### src/rtl/conv_pe_sched_pkg.sv
// conv_pe_sched_pkg: shared state encoding and geometry defaults for the conv PE scheduler
package conv_pe_sched_pkg;
  localparam int KS_DEF = 5;
  localparam int PE_LAT_DEF = 2;
  localparam int L1_W_DEF = 28;
  localparam int L2_W_DEF = 12;
  localparam int L2_CH_DEF = 3;
  localparam int L1_OW = L1_W_DEF - KS_DEF + 1;
  localparam int L2_OW = L2_W_DEF - KS_DEF + 1;
  localparam int POS_W = 5;
  localparam int CH_W = 2;
  typedef enum logic [2:0] {
    S_IDLE,
    S_CLEAR,
    S_FEED,
    S_DRAIN,
    S_ACCW,
    S_OUT,
    S_DONE
  } state_e;
endpackage

### src/rtl/conv_pos_cnt.sv
// conv_pos_cnt: output-pair position (ox, oy) and input-channel counters with last flags
module conv_pos_cnt
  import conv_pe_sched_pkg::*;
#(
  parameter int L1_OW_P = L1_OW,
  parameter int L2_OW_P = L2_OW,
  parameter int L2_CH = L2_CH_DEF
) (
  input  logic             clk_i,
  input  logic             rstn_i,
  input  logic             init_i,
  input  logic             layer_i,
  input  logic             ch_inc_i,
  input  logic             adv_i,
  output logic [POS_W-1:0] ox_o,
  output logic [POS_W-1:0] oy_o,
  output logic [CH_W-1:0]  ch_o,
  output logic             ch_last_o,
  output logic             pos_last_o
);
  logic [POS_W-1:0] ox_q, ox_d, oy_q, oy_d, ow_m1;
  logic [CH_W-1:0]  ch_q, ch_d;
  logic             ox_last;
  assign ow_m1      = layer_i ? POS_W'(L2_OW_P - 1) : POS_W'(L1_OW_P - 1);
  assign ox_last    = ox_q == ow_m1;
  assign ox_o       = ox_q;
  assign oy_o       = oy_q;
  assign ch_o       = ch_q;
  assign ch_last_o  = ch_q == CH_W'(L2_CH - 1);
  assign pos_last_o = ox_last && (oy_q == ow_m1 - POS_W'(1));
  // init zeroes everything; a pair advance walks ox, then steps oy by two rows
  always_comb begin
    ox_d = init_i ? '0 : adv_i ? (ox_last ? '0 : ox_q + POS_W'(1)) : ox_q;
    oy_d = init_i ? '0 : (adv_i && ox_last) ? oy_q + POS_W'(2) : oy_q;
    ch_d = (init_i || adv_i) ? '0 : ch_inc_i ? ch_q + CH_W'(1) : ch_q;
  end
  // position registers
  always_ff @(posedge clk_i or negedge rstn_i) begin
    if (!rstn_i) begin
      ox_q <= '0;
      oy_q <= '0;
      ch_q <= '0;
    end else begin
      ox_q <= ox_d;
      oy_q <= oy_d;
      ch_q <= ch_d;
    end
  end
endmodule

### src/rtl/conv_pe_sched.sv
// conv_pe_sched: sequences line-buffer reads and PE-array control for two conv layers
module conv_pe_sched
  import conv_pe_sched_pkg::*;
#(
  parameter int L1_W = L1_W_DEF,
  parameter int L2_W = L2_W_DEF,
  parameter int L2_CH = L2_CH_DEF,
  parameter int KS = KS_DEF,
  parameter int PE_LAT = PE_LAT_DEF
) (
  input  logic             clk_i,
  input  logic             rstn_i,
  input  logic             start_i,
  input  logic             layer_i,
  input  logic             out_ready_i,
  output logic             busy_o,
  output logic             done_o,
  output logic             rd_en_o,
  output logic [POS_W-1:0] rd_row_o,
  output logic [POS_W-1:0] rd_col_o,
  output logic [CH_W-1:0]  rd_ch_o,
  output logic             pe_en_o,
  output logic             pe_valid_o,
  output logic             pe_clear_o,
  output logic             layer_change_o,
  output logic             acc_wr_en_o,
  output logic             acc_rd_en_o,
  output logic             pe_valid_out_o,
  output logic             out_valid_o,
  output logic [POS_W-1:0] out_row_o,
  output logic [POS_W-1:0] out_col_o
);
  localparam int CMAX = KS > PE_LAT + 1 ? KS : PE_LAT + 1;
  localparam int CW = CMAX > 2 ? $clog2(CMAX) : 1;
  state_e           state_q, state_d;
  logic [CW-1:0]    cnt_q, cnt_d;
  logic             layer_q, prev_vld_q, lc_q, pe_valid_q;
  logic             start_acc, cnt_end, ch_inc, adv, ch_last, pos_last;
  logic [POS_W-1:0] ox, oy;
  logic [CH_W-1:0]  ch;
  assign start_acc = (state_q == S_IDLE) && start_i;
  assign cnt_end   = (state_q == S_FEED)  ? cnt_q == CW'(KS - 1) :
                     (state_q == S_DRAIN) ? cnt_q == CW'(PE_LAT) : 1'b0;
  conv_pos_cnt #(
    .L1_OW_P(L1_W - KS + 1),
    .L2_OW_P(L2_W - KS + 1),
    .L2_CH  (L2_CH)
  ) u_pos (
    .clk_i     (clk_i),
    .rstn_i    (rstn_i),
    .init_i    (start_acc),
    .layer_i   (layer_q),
    .ch_inc_i  (ch_inc),
    .adv_i     (adv),
    .ox_o      (ox),
    .oy_o      (oy),
    .ch_o      (ch),
    .ch_last_o (ch_last),
    .pos_last_o(pos_last)
  );
  // next state plus channel-step / pair-advance strobes; DRAIN covers the read-latency beat and PE_LAT
  always_comb begin
    state_d = state_q;
    ch_inc  = 1'b0;
    adv     = 1'b0;
    cnt_d   = ((state_q == S_FEED || state_q == S_DRAIN) && !cnt_end) ? cnt_q + CW'(1) : '0;
    case (state_q)
      S_IDLE:  state_d = start_i ? S_CLEAR : S_IDLE;
      S_CLEAR: state_d = S_FEED;
      S_FEED:  state_d = cnt_end ? S_DRAIN : S_FEED;
      S_DRAIN: state_d = cnt_end ? (layer_q ? S_ACCW : S_OUT) : S_DRAIN;
      S_ACCW: begin
        ch_inc  = !ch_last;
        state_d = ch_last ? S_OUT : S_CLEAR;
      end
      S_OUT: begin
        adv     = out_ready_i;
        state_d = out_ready_i ? (pos_last ? S_DONE : S_CLEAR) : S_OUT;
      end
      S_DONE:  state_d = S_IDLE;
      default: state_d = S_IDLE;
    endcase
  end
  // state, beat counter, layer bookkeeping and the read-to-valid delay
  always_ff @(posedge clk_i or negedge rstn_i) begin
    if (!rstn_i) begin
      state_q    <= S_IDLE;
      cnt_q      <= '0;
      layer_q    <= 1'b0;
      prev_vld_q <= 1'b0;
      lc_q       <= 1'b0;
      pe_valid_q <= 1'b0;
    end else begin
      state_q    <= state_d;
      cnt_q      <= cnt_d;
      pe_valid_q <= rd_en_o;
      lc_q       <= start_acc && (!prev_vld_q || layer_i != layer_q);
      if (start_acc) begin
        layer_q    <= layer_i;
        prev_vld_q <= 1'b1;
      end
    end
  end
  assign busy_o         = !(state_q inside {S_IDLE, S_DONE});
  assign pe_en_o        = busy_o;
  assign done_o         = state_q == S_DONE;
  assign rd_en_o        = state_q == S_FEED;
  assign rd_row_o       = rd_en_o ? oy : '0;
  assign rd_col_o       = rd_en_o ? ox + POS_W'(cnt_q) : '0;
  assign rd_ch_o        = rd_en_o ? ch : '0;
  assign pe_valid_o     = pe_valid_q;
  assign pe_clear_o     = state_q == S_CLEAR;
  assign layer_change_o = lc_q;
  assign acc_wr_en_o    = state_q == S_ACCW;
  assign pe_valid_out_o = state_q == S_ACCW;
  assign out_valid_o    = state_q == S_OUT;
  assign acc_rd_en_o    = out_valid_o && layer_q;
  assign out_row_o      = out_valid_o ? oy : '0;
  assign out_col_o      = out_valid_o ? ox : '0;
endmodule

### config.mk
export PLATFORM = sky130hd
export DESIGN_NAME = conv_pe_sched
export DESIGN_NICKNAME = d
export VERILOG_FILES = /design/src/rtl/conv_pe_sched_pkg.sv /design/src/rtl/conv_pos_cnt.sv /design/src/rtl/conv_pe_sched.sv
export SDC_FILE = /design/constraint.sdc
export NUM_CORES = 1
export LEC_CHECK = 0
export BUFFER_PORTS_ARGS = -buffer_cell sky130_fd_sc_hd__buf_2
export CORE_MARGIN = 5
export CORE_UTILIZATION = 50
export DETAILED_ROUTE_END_ITERATION = 12
export GPL_ROUTABILITY_DRIVEN = 1
export GPL_TIMING_DRIVEN = 1
export MAX_ROUTING_LAYER = met4
export PLACE_DENSITY = 0.79
export SETUP_SLACK_MARGIN = 0.1
export SYNTH_ARGS = -nofsm -noshare
export SYNTH_HDL_FRONTEND = slang
export SYNTH_SLANG_ARGS = --single-unit
### constraint.sdc
create_clock -name clk_i -period 1.9 [get_ports clk_i]
set_input_delay 0.38 -clock clk_i [delete_from_list [all_inputs] [get_ports clk_i]]
set_output_delay 0.38 -clock clk_i [all_outputs]
set_load 0.05 [all_outputs]
==> metrics.md, run 1 <==
| Metric | Value |
|---|---|
| Period utilisation layout | 1.19 |
| Hold Path Class | input pin to async pin |
| Hold slack | -0.00860 ns |
| Slew @ Worst Pin | 0.647 ns |
| Post-Route WL | 4990 um |
| EDFF count, synth | 0 |
| Total Power | 3.04 mW |
| Worst path slowest cell | dfrtp_1 |
| Yosys warnings | 0 |
| Drt first-iter violations | 95 |
| Outcome | finished with violations |
| Synth top area share | 0.329 |
| First-pass iteration count of the detailed router | 5 |
| Critical path endpoint category | output pin |
| GRT overflow | 0 |
| Mapped Area | 1600 sq um |
| Worst R2R Setup Slack | 0.16 ns |
| Avg Inst Size Synth | 9.33 sq um |
| Setup repair after global routing missed its margin | yes |
| Final core occ | 0.807 |
| Die width | 66.5 um |
| Setup CP Type | flip-flop to output pin |
| Peak-usage layer in the global routing report | met2 |
| Pwr dens | 1230 nW/um^2 |
| Max Cap Viol | 0 |
| Post-DR vias/cell | 5.77 |
| CP Launch Type | flip-flop |
| Final Setup Violations | 22 |
| Clock root cell | clkbuf_4 |
| I/O pin cnt | 38 |
| Yosys reg bits | 21 |
| Post-synthesis sequential area ratio | 0.329 |
| TritonCTS Buffers | 3 |
| Placed insts | 251 |
| Maximum vdd drop | 764 uV |
| Largest net degree at the start of global routing | 22 |
| LEAKAGE | 1.15 nW |
| Arrival time of the worst setup path | 1.89 ns |
| Final ANT Viol Nets | 0 |
| Clk slew on worst S/H paths | 0.12 ns |
| Dominant synthesized flop cell | dfrtp_1 |
| Drt drc | 0 |
| # diodes | 0 |
| Synth Area in Simple Gates | 0.309 |
| Chip Height | 66.5 um |
| GPL Wtd Cong | 0.895 |
| Main combinational cell family by area after synthesis | simple AND/OR/NAND/NOR gates |
| End of the worst register-to-register path | state_q[2] |
| Synth Area in Adders | 0.0831 |
| XOR/XNOR Fraction of Synth Area | 0.0384 |
| Die area | 4420 sq um |
| CTS H-tree depth | 1 |
| Slowest stage delay, CP | 0.43 ns |
| Non-Filler Instances | 270 |
| Fin nets | 242 |
| Max Slew Vio Count | 0 |
| Ranking of synthesized cells by area | dfrtp_1 33%, ha_1 7.1%, and3_1 3.9% |
| Req. time, crit path | 1.52 ns |
| Minimum clock period | 2.27 ns |
| Syn Inst Count | 171 |
| Compound-Gate Fraction of Synth Area | 0.121 |
| Fin worst setup slack | -0.369 ns |
| Synth unique cells | 50 |
| Total global-route track usage | 0.230 |
| CTS max path bufs | 2 |
| Number of global-route vias before repair | 1550 |
| Worst-Skew Late Latency | 0.33 ns |
| Core footprint | 3050 sq um |
| CP Max Fanout | 3 |
| Setup slack after placement | -0.145 ns |
| Reg2reg path depth | 5 |
| Met2 Use GR | 0.395 |
| Initial antenna violation count | 0 |
| Met1 Use GR | 0.268 |
| Layout area overhead | 54.5% |
| Failing checks | negative hold slack, negative setup slack |
| Max_slew headroom | 0.566 |
| Avg WL per Cell | 18.5 um |
| CP cell instances | ha_2 > a21oi_2 > or3_1 > a21boi_2 > buf_6 |
| Peak Freq | 0.441 GHz |
| Via count | 1559 |
| Async S/R FF share, synth | 1.00 |
| Final hold vios | 20 |
| Mux share of post-synthesis cell area | 0.0314 |
| Yosys top cell by area | dfrtp_1 |
| Initial core utilization | 0.523 |
| Met3 Resource Use GR | 0.0337 |
| # rows | 20 |
| Layout Skew | 0.00220 ns |
| Share of cells above drive strength 1 | 0.500 |
| First-pass GRT wire length | 7480 um |
| Worst r2r src | u_pos.ox_o[1] |
| IO Port Bufs | 35 |
| Clock sink total | 21 |
| Post-DP HPWL | 2960 um |
| TritonCTS clock tree | yes |
## sequential cells by signal (all words and copies together), names as in the netlist
name            flops
cnt_q               3
layer_change_o      1
u_pos.ch_o          2
layer_q             1
u_pos.ox_o          5
pe_valid_o          1
state_q             3
u_pos.oy_o          4
prev_vld_q          1
## final cells by class
class / count / area, sq um
multi-input cells: 127 / 1120
repair buffers: 65 / 703
fillers: 175 / 588
flip-flops and latches: 21 / 527
well taps: 44 / 55.1
inverters: 9 / 33.8
clock buffers: 4 / 26.3
## stage by stage
step	TNS (ns)	cell area [sq um]
after floorplan	-0.326	1680
after global routing	-3.99	2460
after detailed placement	-0.308	1920
after CTS	-1.34	2340
after global placement	-0.122	1920
final	-2.19	2460
## routing by layer
metal  part of all wire  wire length, um
met4              0.040              199
met3              0.045              226
met2               0.53             2640
met5                  0                0
met1               0.39             1930
## report_power, final
part	leakage [nW]	internal [mW]	switching (mW)
Combinational	0.862	0.939	1.15
Clock	0.0150	0.0827	0.159
Sequential	0.272	0.575	0.142
Total	1.15	1.60	1.45
## Yosys cell counts (2+ instances only)
library cell  instances
nor2_1                8
inv_1                 9
and3b_1               2
and2b_1               2
and2_1                9
a21o_1                3
a21oi_1               9
clkbuf_1              4
nand2b_1              2
buf_4                 6
nor4b_4               2
xor2_1                2
ha_1                  9
nor3_1                2
o211ai_1              2
dfrtp_1              21
nor2b_1               4
nor3b_1               2
and3_1               10
xnor2_1               5
buf_6                 3
nand3b_1              3
o21ai_0               4
mux2i_1               5
or3_1                 3
nor4_1                2
nand2_1              15
## cells in the final DEF, fill, tap and decap left out, types with 3 or more instances in the layout
cell      count
buf_4        21
buf_6        16
a21oi_1       7
buf_2         6
nand2_1      14
ha_1          7
o21ai_0       3
and3_4        8
inv_1         8
and2_4        9
mux2i_1       4
buf_8        21
xnor2_1       5
nor2_1        7
nand3b_1      3
a21o_1        3
clkbuf_4      3
dfrtp_1      20
## critical path, delay by kind of cell (launching register included)
kind            cells  cell delay (ns)
flops               1             0.43
buf+inv             1             0.17
compound gates      2             0.23
simple gates        1             0.33
fa+ha+maj           1             0.39
## cells by family (layout without fill, tap and decap cells)
| logic type | Yosys count | count (layout) |
|---|---|---|
| buffers and inverters | 24 | 78 |
| AOI/OAI and AO/OA | 28 | 28 |
| muxes | 5 | 5 |
| adders and majority gates | 10 | 10 |
| other | 1 | 2 |
| and+or+nand+nor | 75 | 75 |
| DFF | 21 | 21 |
| xor gates and xnor gates | 7 | 7 |
## how the worst max path moves through the flow
stage	start	endpoint	slack [ns]
finish	cnt_q[2]	rd_col_o[4]	-0.37
floorplan	cnt_q[0]	rd_col_o[4]	-0.22
detailed placement	cnt_q[0]	rd_col_o[4]	-0.14
global placement	cnt_q[0]	rd_col_o[4]	-0.09
CTS	cnt_q[0]	rd_col_o[4]	-0.33
global route	cnt_q[2]	rd_col_o[4]	-0.44
## timing repair
action | in CTS | in global routing
gates resized for setup | 105 | 17
buffers inserted | 6 | 8
gates cloned | 1 | 0
hold buffers | 0 | 0
pin swaps | 13 | 9
endpoints found under the setup margin | 27 | 32
No activity file was read; power rests on OpenSTA's default activity.
==> inputs of run 2 (changes only) <==
Clock period 1.9 ns to 2.15 ns, I/O delays scaled along.
==> metrics.md, run 2 (same netlist as run 1, synthesis figures left out) <==
| Metric | Value |
|---|---|
| Worst R2R Setup Slack | 0.30 ns (was 0.16 ns) |
| Max Slew Vio Count | 0 (unchanged) |
| Via count | 1483 (was 1559) |
| Maximum vdd drop | 694 uV (was 764 uV) |
| Initial antenna violation count | 0 (unchanged) |
| Max Cap Viol | 0 (unchanged) |
| IO Port Bufs | 35 (unchanged) |
| Number of global-route vias before repair | 1381 (was 1550) |
| Clock share of power | 0.082 (was 0.079) |
| Share of cells above drive strength 1 | 0.424 (was 0.500) |
| CP endpoint | rd_col_o[3] (was rd_col_o[4]) |
| TritonCTS clock tree | yes (unchanged) |
| Final hold vios | 0 (was 20) |
| Worst r2r src | u_pos.ox_o[1] (unchanged) |
| Minimum clock period | 2.31 ns |
| Arrival time of the worst setup path | 1.88 ns (was 1.89 ns) |
| First-pass iteration count of the detailed router | 4 (was 5) |
| Post-DP HPWL | 2930 um (was 2960 um) |
| Total Power | 2.41 mW (was 3.04 mW) |
| Drt drc | 0 (unchanged) |
| CTS max path bufs | 2 (unchanged) |
| Worst-Skew Late Latency | 0.30 ns (was 0.33 ns) |
| Slew @ Worst Pin | 0.662 ns (was 0.647 ns) |
| First-pass GRT wire length | 6690 um (was 7480 um) |
| Sw Ratio | 0.483 (was 0.475) |
| Layout area overhead | 32.5% (was 54.5%) |
| Psw | 1.16 mW (was 1.45 mW) |
| # diodes | 0 (unchanged) |
| Post-DR vias/cell | 5.68 (was 5.77) |
| LEAKAGE | 1.06 nW (was 1.15 nW) |
| GRT overflow | 0 (unchanged) |
| Chip Height | 66.5 um (unchanged) |
| Clock root cell | clkbuf_4 (unchanged) |
| Combinational Power Share | 0.656 (was 0.685) |
| Pwr dens | 1140 nW/um^2 (was 1230 nW/um^2) |
| Hold Path Class | input pin to async pin (unchanged) |
| Failing checks | negative setup slack (was negative hold slack, negative setup slack) |
| GPL Wtd Cong | 0.921 (was 0.895) |
| Critical path endpoint category | output pin (unchanged) |
| Die area | 4420 sq um (unchanged) |
| Final core occ | 0.692 (was 0.807) |
| Req. time, crit path | 1.72 ns (was 1.52 ns) |
| End of the worst register-to-register path | state_q[2] (unchanged) |
| Final ANT Viol Nets | 0 (unchanged) |
| Fin nets | 233 (was 242) |
| Largest net degree at the start of global routing | 29 (was 22) |
| I/O pin cnt | 38 (unchanged) |
| # rows | 20 (unchanged) |
| Most common cell after layout, fill and taps aside | buf_4 |
| Hold slack | 0.0750 ns (was -0.00860 ns) |
| Period utilisation layout | 1.07 |
| Clk slew on worst S/H paths | 0.12 ns (about the same) |
| Final Setup Violations | 4 (was 22) |
| CTS H-tree depth | 1 (unchanged) |
| TritonCTS Buffers | 3 (unchanged) |
| Sequential share of power | 0.262 (was 0.236) |
| Reg2reg path depth | 6 (was 5) |
| CP Launch Type | flip-flop (unchanged) |
| Core footprint | 3050 sq um (unchanged) |
| Peak Freq | 0.434 GHz |
| Pint | 1.24 mW (was 1.60 mW) |
| Post-Route WL | 4360 um (was 4990 um) |
| Max reg flops | 5 (unchanged) |
| Outcome | finished with violations (unchanged) |
| Most frequent cells in the layout | 24 x buf_4, 19 x dfrtp_1, 19 x buf_2 (was 21 x buf_8, 21 x buf_4, 20 x dfrtp_1) |
| Setup TNS Final | -0.410 ns (was -2.19 ns) |
| Initial core utilization | 0.523 (unchanged) |
| CP Max Fanout | 2 (was 3) |
| Fin worst setup slack | -0.157 ns (was -0.369 ns) |
| Layout Skew | 0.000712 ns (was 0.00220 ns) |
| Drt first-iter violations | 74 (was 95) |
| Total global-route track usage | 0.203 (was 0.230) |
| Max_slew headroom | 0.555 (was 0.566) |
| CP startpoint | cnt_q[0] (was cnt_q[2]) |
| CTS Hold Bufs | 0 (unchanged) |
| Die width | 66.5 um (unchanged) |
| Clock sink total | 21 (unchanged) |
| Avg WL per Cell | 16.7 um (was 18.5 um) |
| Setup repair after global routing missed its margin | yes (unchanged) |
| Setup CP Type | flip-flop to output pin (unchanged) |
run 2: changes by cell type in the layout (fill, tap and decap cells not counted), moves of 8 or more:
cell,delta
buf_8,-17
and3_1,+9
and3_4,-8
buf_6,-10
buf_2,+13
run 2: worst min-delay path by stage:
stage               startpoint              to  slack, ns  cells past startpoint
finish                  rstn_i        cnt_q[0]       0.08                      1
floorplan               rstn_i        cnt_q[0]       0.13                      0
global route            rstn_i        cnt_q[2]       0.09                      1
global placement        rstn_i   u_pos.ox_o[2]       0.41                      1
CTS                     rstn_i        cnt_q[0]       0.09                      1
detailed placement  prev_vld_q  layer_change_o       0.42                      1
run 2: cell type report:
cell class	instances	area (sq um)
multi-input combinational	128	1050
fill	246	940
sequential	21	528
timing repair buffer	55	418
tap	44	55.1
inverter	9	33.8
clock buffer	4	26.3
run 2: metrics by stage:
stage / instance area (sq um) / instances / setup slack [ns]
2_1_floorplan: 1650 / 172 / -0.0237
3_3_place_gp: 1830 / 244 / 0.104
3_5_place_dp: 1830 / 244 / 0.0378
4_1_cts: 1990 / 251 / -0.133
5_1_grt: 2110 / 261 / -0.250
6_report: 2110 / 261 / -0.157
run 2: power by group through the flow:
stage          Combinational (mW)  Clock (mW)  Sequential [mW]
2_1_floorplan               0.970           0            0.636
3_5_place_dp                 1.23           0            0.633
4_1_cts                      1.38       0.202            0.629
5_1_grt                      1.69       0.223            0.642
6_report                     1.58       0.197            0.630
3_3_place_gp                 1.18           0            0.623
run 2: worst max-delay path, stage by stage, from the launching register on:
cell,delay [ns]
dfrtp_1,0.42
ha_2,0.21
buf_4,0.13
a21o_1,0.18
a21oi_2,0.20
mux2i_4,0.25
buf_6,0.18
run 2: what timing repair did:
| action | 4_1_cts | 5_1_grt |
|---|---|---|
| gates resized for setup | 34 | 16 |
| pin swaps | 6 | 4 |
| setup buffers | 3 | 9 |
| endpoints found under the setup margin | 26 | 16 |
| cloned | 0 | 1 |
run 2: layer usage:
metal | up-vias | share of wire | global-route usage
met1 | 742 | 0.44 | 0.250
li1 | 693 | - | -
met3 | 8 | 0.038 | 0.0202
met2 | 40 | 0.50 | 0.348
met4 | 0 | 0.018 | 0.0660
met5 | - | 0 | -
